<file path="src/rtl/instr_fetch.sv">
// Fetch stage: loadable instruction memory plus PC, issuing one word per
// valid/ready handshake to the decoder, with redirect and halt-word support.
module instr_fetch #(
  parameter int unsigned       ADDR_W    = 6,
  parameter logic [ADDR_W-1:0] RESET_PC  = '0,
  parameter logic [31:0]       HALT_WORD = 32'hFFFF_FFFF
) (
  input  logic              clk,
  input  logic              rst,
  input  logic              load_en,
  input  logic [ADDR_W-1:0] load_addr,
  input  logic [31:0]       load_data,
  input  logic              run,
  input  logic              redirect_en,
  input  logic [ADDR_W-1:0] redirect_pc,
  input  logic              instr_ready,
  output logic              instr_valid,
  output logic [31:0]       instr_out,
  output logic [ADDR_W-1:0] pc_out,
  output logic              halted
);

  localparam int unsigned DEPTH  = 2 ** ADDR_W;
  localparam int unsigned DATA_W = 32;

  typedef enum logic [1:0] {
    ST_IDLE = 2'd0,
    ST_RUN  = 2'd1,
    ST_HALT = 2'd2
  } state_e;

  state_e              state_q;
  logic [ADDR_W-1:0]   pc_q;
  logic                valid_q;
  logic [DATA_W-1:0]   instr_q;
  logic [ADDR_W-1:0]   pc_out_q;
  logic                halted_q;
  logic [DATA_W-1:0]   mem_q [DEPTH];

  logic [DATA_W-1:0]   fetch_word_c;
  logic                slot_free_c;
  logic [ADDR_W-1:0]   pc_inc_c;

  // Combinational read of the word at the current PC and slot availability.
  always_comb begin
    fetch_word_c = mem_q[pc_q];
    slot_free_c  = !valid_q || instr_ready;
    pc_inc_c     = pc_q + ADDR_W'(1);
  end

  // Instruction memory write port; loads are only accepted while not running.
  always_ff @(posedge clk) begin
    if (load_en && (state_q != ST_RUN)) begin
      mem_q[load_addr] <= load_data;
    end
  end

  // Fetch FSM with registered handshake outputs.
  always_ff @(posedge clk or posedge rst) begin
    if (rst) begin
      state_q  <= ST_IDLE;
      pc_q     <= RESET_PC;
      valid_q  <= 1'b0;
      instr_q  <= '0;
      pc_out_q <= '0;
      halted_q <= 1'b0;
    end else begin
      case (state_q)
        ST_IDLE: begin
          if (run) begin
            state_q <= ST_RUN;
          end
        end
        ST_RUN: begin
          if (redirect_en) begin
            // Redirect flushes any pending word and skips this cycle's fetch.
            pc_q    <= redirect_pc;
            valid_q <= 1'b0;
          end else if (slot_free_c) begin
            if (fetch_word_c == HALT_WORD) begin
              // Slot is free, so any pending word is consumed this edge.
              valid_q  <= 1'b0;
              state_q  <= ST_HALT;
              halted_q <= 1'b1;
            end else begin
              instr_q  <= fetch_word_c;
              pc_out_q <= pc_q;
              valid_q  <= 1'b1;
              pc_q     <= pc_inc_c;
            end
          end
        end
        ST_HALT: begin
          if (instr_ready) begin
            valid_q <= 1'b0;
          end
          if (run) begin
            pc_q     <= RESET_PC;
            state_q  <= ST_RUN;
            halted_q <= 1'b0;
          end
        end
        default: begin
          state_q <= ST_IDLE;
        end
      endcase
    end
  end

  assign instr_valid = valid_q;
  assign instr_out   = instr_q;
  assign pc_out      = pc_out_q;
  assign halted      = halted_q;

endmodule

</file>
<file path="config.mk">
export PLATFORM = sky130hd
export DESIGN_NAME = instr_fetch
export DESIGN_NICKNAME = d
export VERILOG_FILES = /design/src/rtl/instr_fetch.sv
export SDC_FILE = /design/constraint.sdc
export NUM_CORES = 2
export LEC_CHECK = 0
export CAP_MARGIN = 0
export CORE_ASPECT_RATIO = 1.4
export CORE_MARGIN = 2
export CORE_UTILIZATION = 44
export DETAILED_ROUTE_END_ITERATION = 8
export GPL_TIMING_DRIVEN = 1
export PLACE_DENSITY = 0.61
export REMOVE_ABC_BUFFERS = 1
export SYNTH_ARGS = -nofsm -noshare
export SYNTH_HDL_FRONTEND = slang
export SYNTH_SLANG_ARGS = --single-unit
</file>
<file path="constraint.sdc">
create_clock -name clk -period 5.4 [get_ports clk]
set_input_delay 1.08 -clock clk [delete_from_list [all_inputs] [get_ports clk]]
set_output_delay 1.08 -clock clk [all_outputs]
set_load 0.02 [all_outputs]
</file>
-- Yosys cells after proc, flatten, opt, wreduce, memory -nomap -nowiden
Memories as Yosys holds them, arrays and structs flattened.
Index checks and enable logic that the tools add are counted.
Widths: inputs -> output; s select.
- bits of input ports: 50
- memories kept: 1
- memory bits (writable): 2048
- register bits after elaboration: 48
- logic and storage cells: 55
- bitwise gates (word level): 2
- reduce and logical (&&, ||, !) cells: 11
- add/subtract/negate cells: 1
- eq/ne operators: 12
- multiplexer cells: 22
- memories (memory ; depth ; width ; read ports ; clocked after memory_dff ; write ports ; RTL line ; source):
    mem_q ; 64 ; 32 ; 1 ; 0 ; 1 ; 38 ; logic [DATA_W-1:0] mem_q [DEPTH];
- operators by type and width (kind ; count):
    $eq 32x32->1 const B ; 1
    $mux 6 ; 4
    $pmux 6 s2 ; 1
    $reduce_and 4->1 ; 3
    $mux 1 ; 10
    $ne 2x2->1 const B ; 5
    $mux 2 ; 4
    $add 6x1->6 const B ; 1
    $ne 3x3->1 const B ; 2
    $reduce_and 5->1 ; 1
    $ne 2x1->1 const B ; 2
    $pmux 1 s2 ; 2
    $pmux 2 s2 ; 1
    $reduce_and 3->1 ; 1
    $eq 2x1->1 const B ; 1
    $eq 2x2->1 const B ; 1
    $logic_not 2->1 ; 1
    $not 1->1 ; 2
    $reduce_bool 2->1 ; 1
    $reduce_or 2->1 ; 1
    $logic_and 1x1->1 ; 1
    $logic_not 1->1 ; 1
    $logic_or 1x1->1 ; 1

-- Depth between registers and ports, before layout
An unclocked memory read counts as a cell.
- depth after elaboration: 6
- depth in mapped cells: 17
- gate-level depth less buffers: 10

-- Worst setup path after synthesis
Ideal clock, no wire load.
- path kind: input to register
- start point: input port load_addr[3]
- end point: memory mem_q[10][0] (enable)
- cell stages on the path: 4
- arrival: 3269 ps
- slack: 1710 ps
- path buffers: 2
- required time: 4979 ps
- cells stage by stage: clkbuf_1 -> or3b_2 -> buf_1 -> nor2_1
- RTL lines (element ; RTL line ; source):
    start, declared ; 11 ; input logic [ADDR_W-1:0] load_addr,
    end, declared ; 38 ;
No word-level cell before the write port.

-- Worst setup path after layout
- start point: register pc_q[1]
- end point: register pc_out_q[4] (netlist: pc_out[4])
- word-level cells in the longest chain between the ends: 4
- ends and longest elaborated chain (element ; RTL line ; source):
    start, declared ; 33 ; logic [ADDR_W-1:0] pc_q;
    start signal, assigned ; 77 ; pc_q <= redirect_pc;
    start signal, assigned ; 89 ; pc_q <= pc_inc_c;
    $mem_v2 64x32 ; -- ;
    $eq 32x32->1 ; 80 ; if (fetch_word_c == HALT_WORD) begin
    $not 1->1 (no source line) ; -- ;
    $reduce_and 4->1 (no source line) ; -- ;
    end signal, assigned ; 87 ; pc_out_q <= pc_q;
    end, declared ; 36 ; logic [ADDR_W-1:0] pc_out_q;
Every way passes these cells.
A chain may end at the register's enable or synchronous reset.

==> impl_metrics.tcl <==
set metrics [dict create \
    grt_overflow_total 0 \
    dominantRegCellSynth "edfxtp_1" \
    synth_common_cells "edfxtp_1 (2048), mux2i_1 (432), mux4_2 (333), a22oi_1 (117), nor2_1 (116)" \
    cts_setup_buffers 0 \
    clock_path_buffers 3 \
    pin_count 90 \
    status "completed" \
    port_buffers 89 \
    fin_skew_ns 0.0330 \
    layout_min_cycle_time_ns 4.78 \
    cp.arrival_ns 5.49 \
    synth-edff-count 2048 \
    hpwl_um 140000 \
    hold_class "flop to flop" \
    cts_resized 0 \
    post-route-period-util_pct 88.4 \
    hold_viol_final 0 \
    grtUsageTotal_pct 24.6 \
    syn_avg_cell_area_um2 20.7 \
    insertion_delay_ns 0.84 \
    setup_viol 0 \
    clock-sinks 2096 \
    max_freq_mhz 209 \
    placed_area_mm2 0.0862 \
    cp.required_ns 6.11 \
    drv_slew 0 \
    tightestPinTransition_ns 1.28 \
    synth_top_area_share_pct 75.6 \
    rr_startpoint "pc_q[1]" \
    place.gp.congestion 0.887 \
    min-delay-start "halted" \
    p_leak_nw 29.9 \
    drtIter0Drc 4785 \
    grt_pass1_wl_um 325000 \
    startpoint "pc_q[1]" \
    std_cell_rows 186 \
    layout.nets 4279 \
    ys_async_sr_fraction_pct 2.29 \
    drv_cap 0 \
    crit_path_start_kind "flop" \
    grt_max_degree 65 \
    vias 41900 \
    ys_ff_latch 2096 \
    timing.hold.ws_ns 0.482 \
    start_util_pct 44.3 \
    drc 0 \
    syn_to_final_growth_pct 12.9 \
    ys_seq_area_share_pct 77.0 \
    dieArea_mm2 0.188 \
    syn_inst 3935 \
    vdd_ir_drop_max_uv 361 \
    crit_path_end_kind "flop" \
    grt_pass1_vias 41800 \
    antenna_found_initial 8 \
    via_per_inst 6.14 \
    fin_area_mm2 0.0919 \
    cts_tree "built" \
    synth_area_leaders "edfxtp_1 (76%), mux4_2 (9.2%), mux2i_1 (5.3%)" \
    cts_hold_buf 0 \
    drive_gt1_share_pct 22.1 \
    drt_wl_total_um 233000 \
    p_per_area_mw_per_mm2 479 \
    root_buffer "clkbuf_16" \
    ant_nets 0 \
    core_area_mm2 0.184 \
    rsz0062_at_grt "no" \
    die_x_um 368 \
    die_y_um 513 \
    yosysWarnings 0 \
    cts.clk_slew.worst_paths_ns 0.07 \
    synth_area_mm2 0.0814 \
    crit_path_max_fanout 37 \
    numCtsBuffers 187 \
    dr.pass1.iters 6 \
    wire_per_inst_um 34.2 \
    yosysMostFrequentCell "edfxtp_1" \
    fill_cells 14700 \
    yosys.area.top_type "edfxtp_1" \
    ys_types 72 \
    maxSlewHeadroom_pct 14.9 \
    worstSetupPathType "flop to flop" \
    htree_levels 4 \
]
[sequential cells by signal, indices dropped and copies added, names as in the netlist]
register	flops
pc_out	6
instr_out	32
mem_q	2048
instr_valid	1
state_q	2
halted	1
pc_q	6
[layer usage]
layer / vias up / global-route usage (%) / part of all wire (%)
li1: 16900 / - / -
met2: 1888 / 41.3 / 50
met5: - / 0 / 0.024
met3: 432 / 3.63 / 7.0
met1: 22600 / 31.3 / 37
met4: 8 / 12.4 / 5.5
[cell families (layout without fill, tap and decap cells)]
kind of cell	Yosys count	in the layout	synth area share [%]
AO/OA/AOI/OAI	390	390	3.33
adder cells (fa/ha/maj)	1	1	0.0154
buffers and inverters	236	679	2.00
flip-flops	2096	2096	77.0
multiplexers	806	806	15.2
other	0	3	0
AND/OR/NAND/NOR	406	406	2.41
[power breakdown]
group / leakage, nW / internal (mW) / switching [mW] / total, mW
combinational: 8.15 / 5.23 / 7.55 / 12.8
sequential: 19.0 / 18.0 / 0.502 / 18.5
clock: 2.77 / 6.84 / 5.85 / 12.7
total: 29.9 / 30.1 / 13.9 / 44.0
[path summary, 6_finish.rpt]
path / endpoint / slack (ns) / cells after the start
min in group asynchronous: instr_out[8] / 0.55 / 2
worst max register to register: pc_out[4] / 0.62 / 13
worst max-delay path: pc_out[4] / 0.62 / 13
worst min-delay path: halted / 0.48 / 1
max in group asynchronous: pc_q[1] / 3.90 / 3
worst min register to register: halted / 0.48 / 1
[per-stage QoR]
step	cells	setup slack, ns	TNS, ns	util [%]	total power, mW
floorplan	3718	-20.95	-980.18	-	24.9
global placement	6483	0.714	0	46.9	31.7
detailed placement	6483	0.616	0	46.9	31.7
CTS	6822	0.587	0	50.0	44.3
global route	6823	0.424	0	50.0	45.3
finish	6825	0.624	0	50.0	44.0
[area by class of cell]
type	count	area (um^2)	area share [%]
diodes	3	7.51	0.00817
clock buffers	236	5010	5.45
clock inverters	103	679	0.739
inverters	19	73.8	0.0803
multi-input cells	1603	17600	19.1
flip-flops and latches	2096	62700	68.2
well taps	2444	3060	3.33
repair buffers	321	2770	3.02
[placed cells by master (no fill, tap or decap), types with 8 or more instances in the layout]
master / synthesis / layout
o221ai_1: 9 / 9
nor3_1: 24 / 24
buf_2: 65 / 32
nor2_4: 0 / 65
mux4_2: 333 / 333
a21oi_1: 39 / 39
nor2b_1: 14 / 11
a211oi_1: 15 / 15
o211ai_1: 9 / 9
edfxtp_1: 2048 / 2048
a22o_1: 9 / 9
mux2i_1: 432 / 432
nand3_1: 76 / 76
clkbuf_16: 0 / 194
clkdlybuf4s50_1: 0 / 57
o21ai_0: 30 / 30
mux2_4: 17 / 17
clkinv_1: 1 / 52
nor2_1: 116 / 52
buf_4: 31 / 208
buf_12: 16 / 24
and3_1: 9 / 9
o31ai_1: 12 / 12
a31oi_1: 12 / 12
a22oi_1: 117 / 117
o22ai_1: 86 / 86
mux2_2: 16 / 16
and2_1: 9 / 8
nand2_1: 94 / 93
nand4_1: 12 / 12
or3_1: 8 / 8
a221oi_1: 15 / 15
dfrtp_1: 48 / 42
clkbuf_1: 62 / 42
clkinv_2: 0 / 29
inv_1: 16 / 15
[critical path, stage by stage (launching register included)]
cell and delay [ns]:
dfrtp_4 0.90, buf_4 0.46, buf_4 0.48, mux4_2 0.29
nor2_1 0.04, o32ai_1 0.40, buf_4 0.23, a2bb2oi_1 0.22
nor3b_1 0.27, and4_1 0.45, nand3_4 0.12, nand2_4 0.12
buf_12 0.20, mux2_2 0.36
Note: power is estimated with default switching activity, not from simulation.
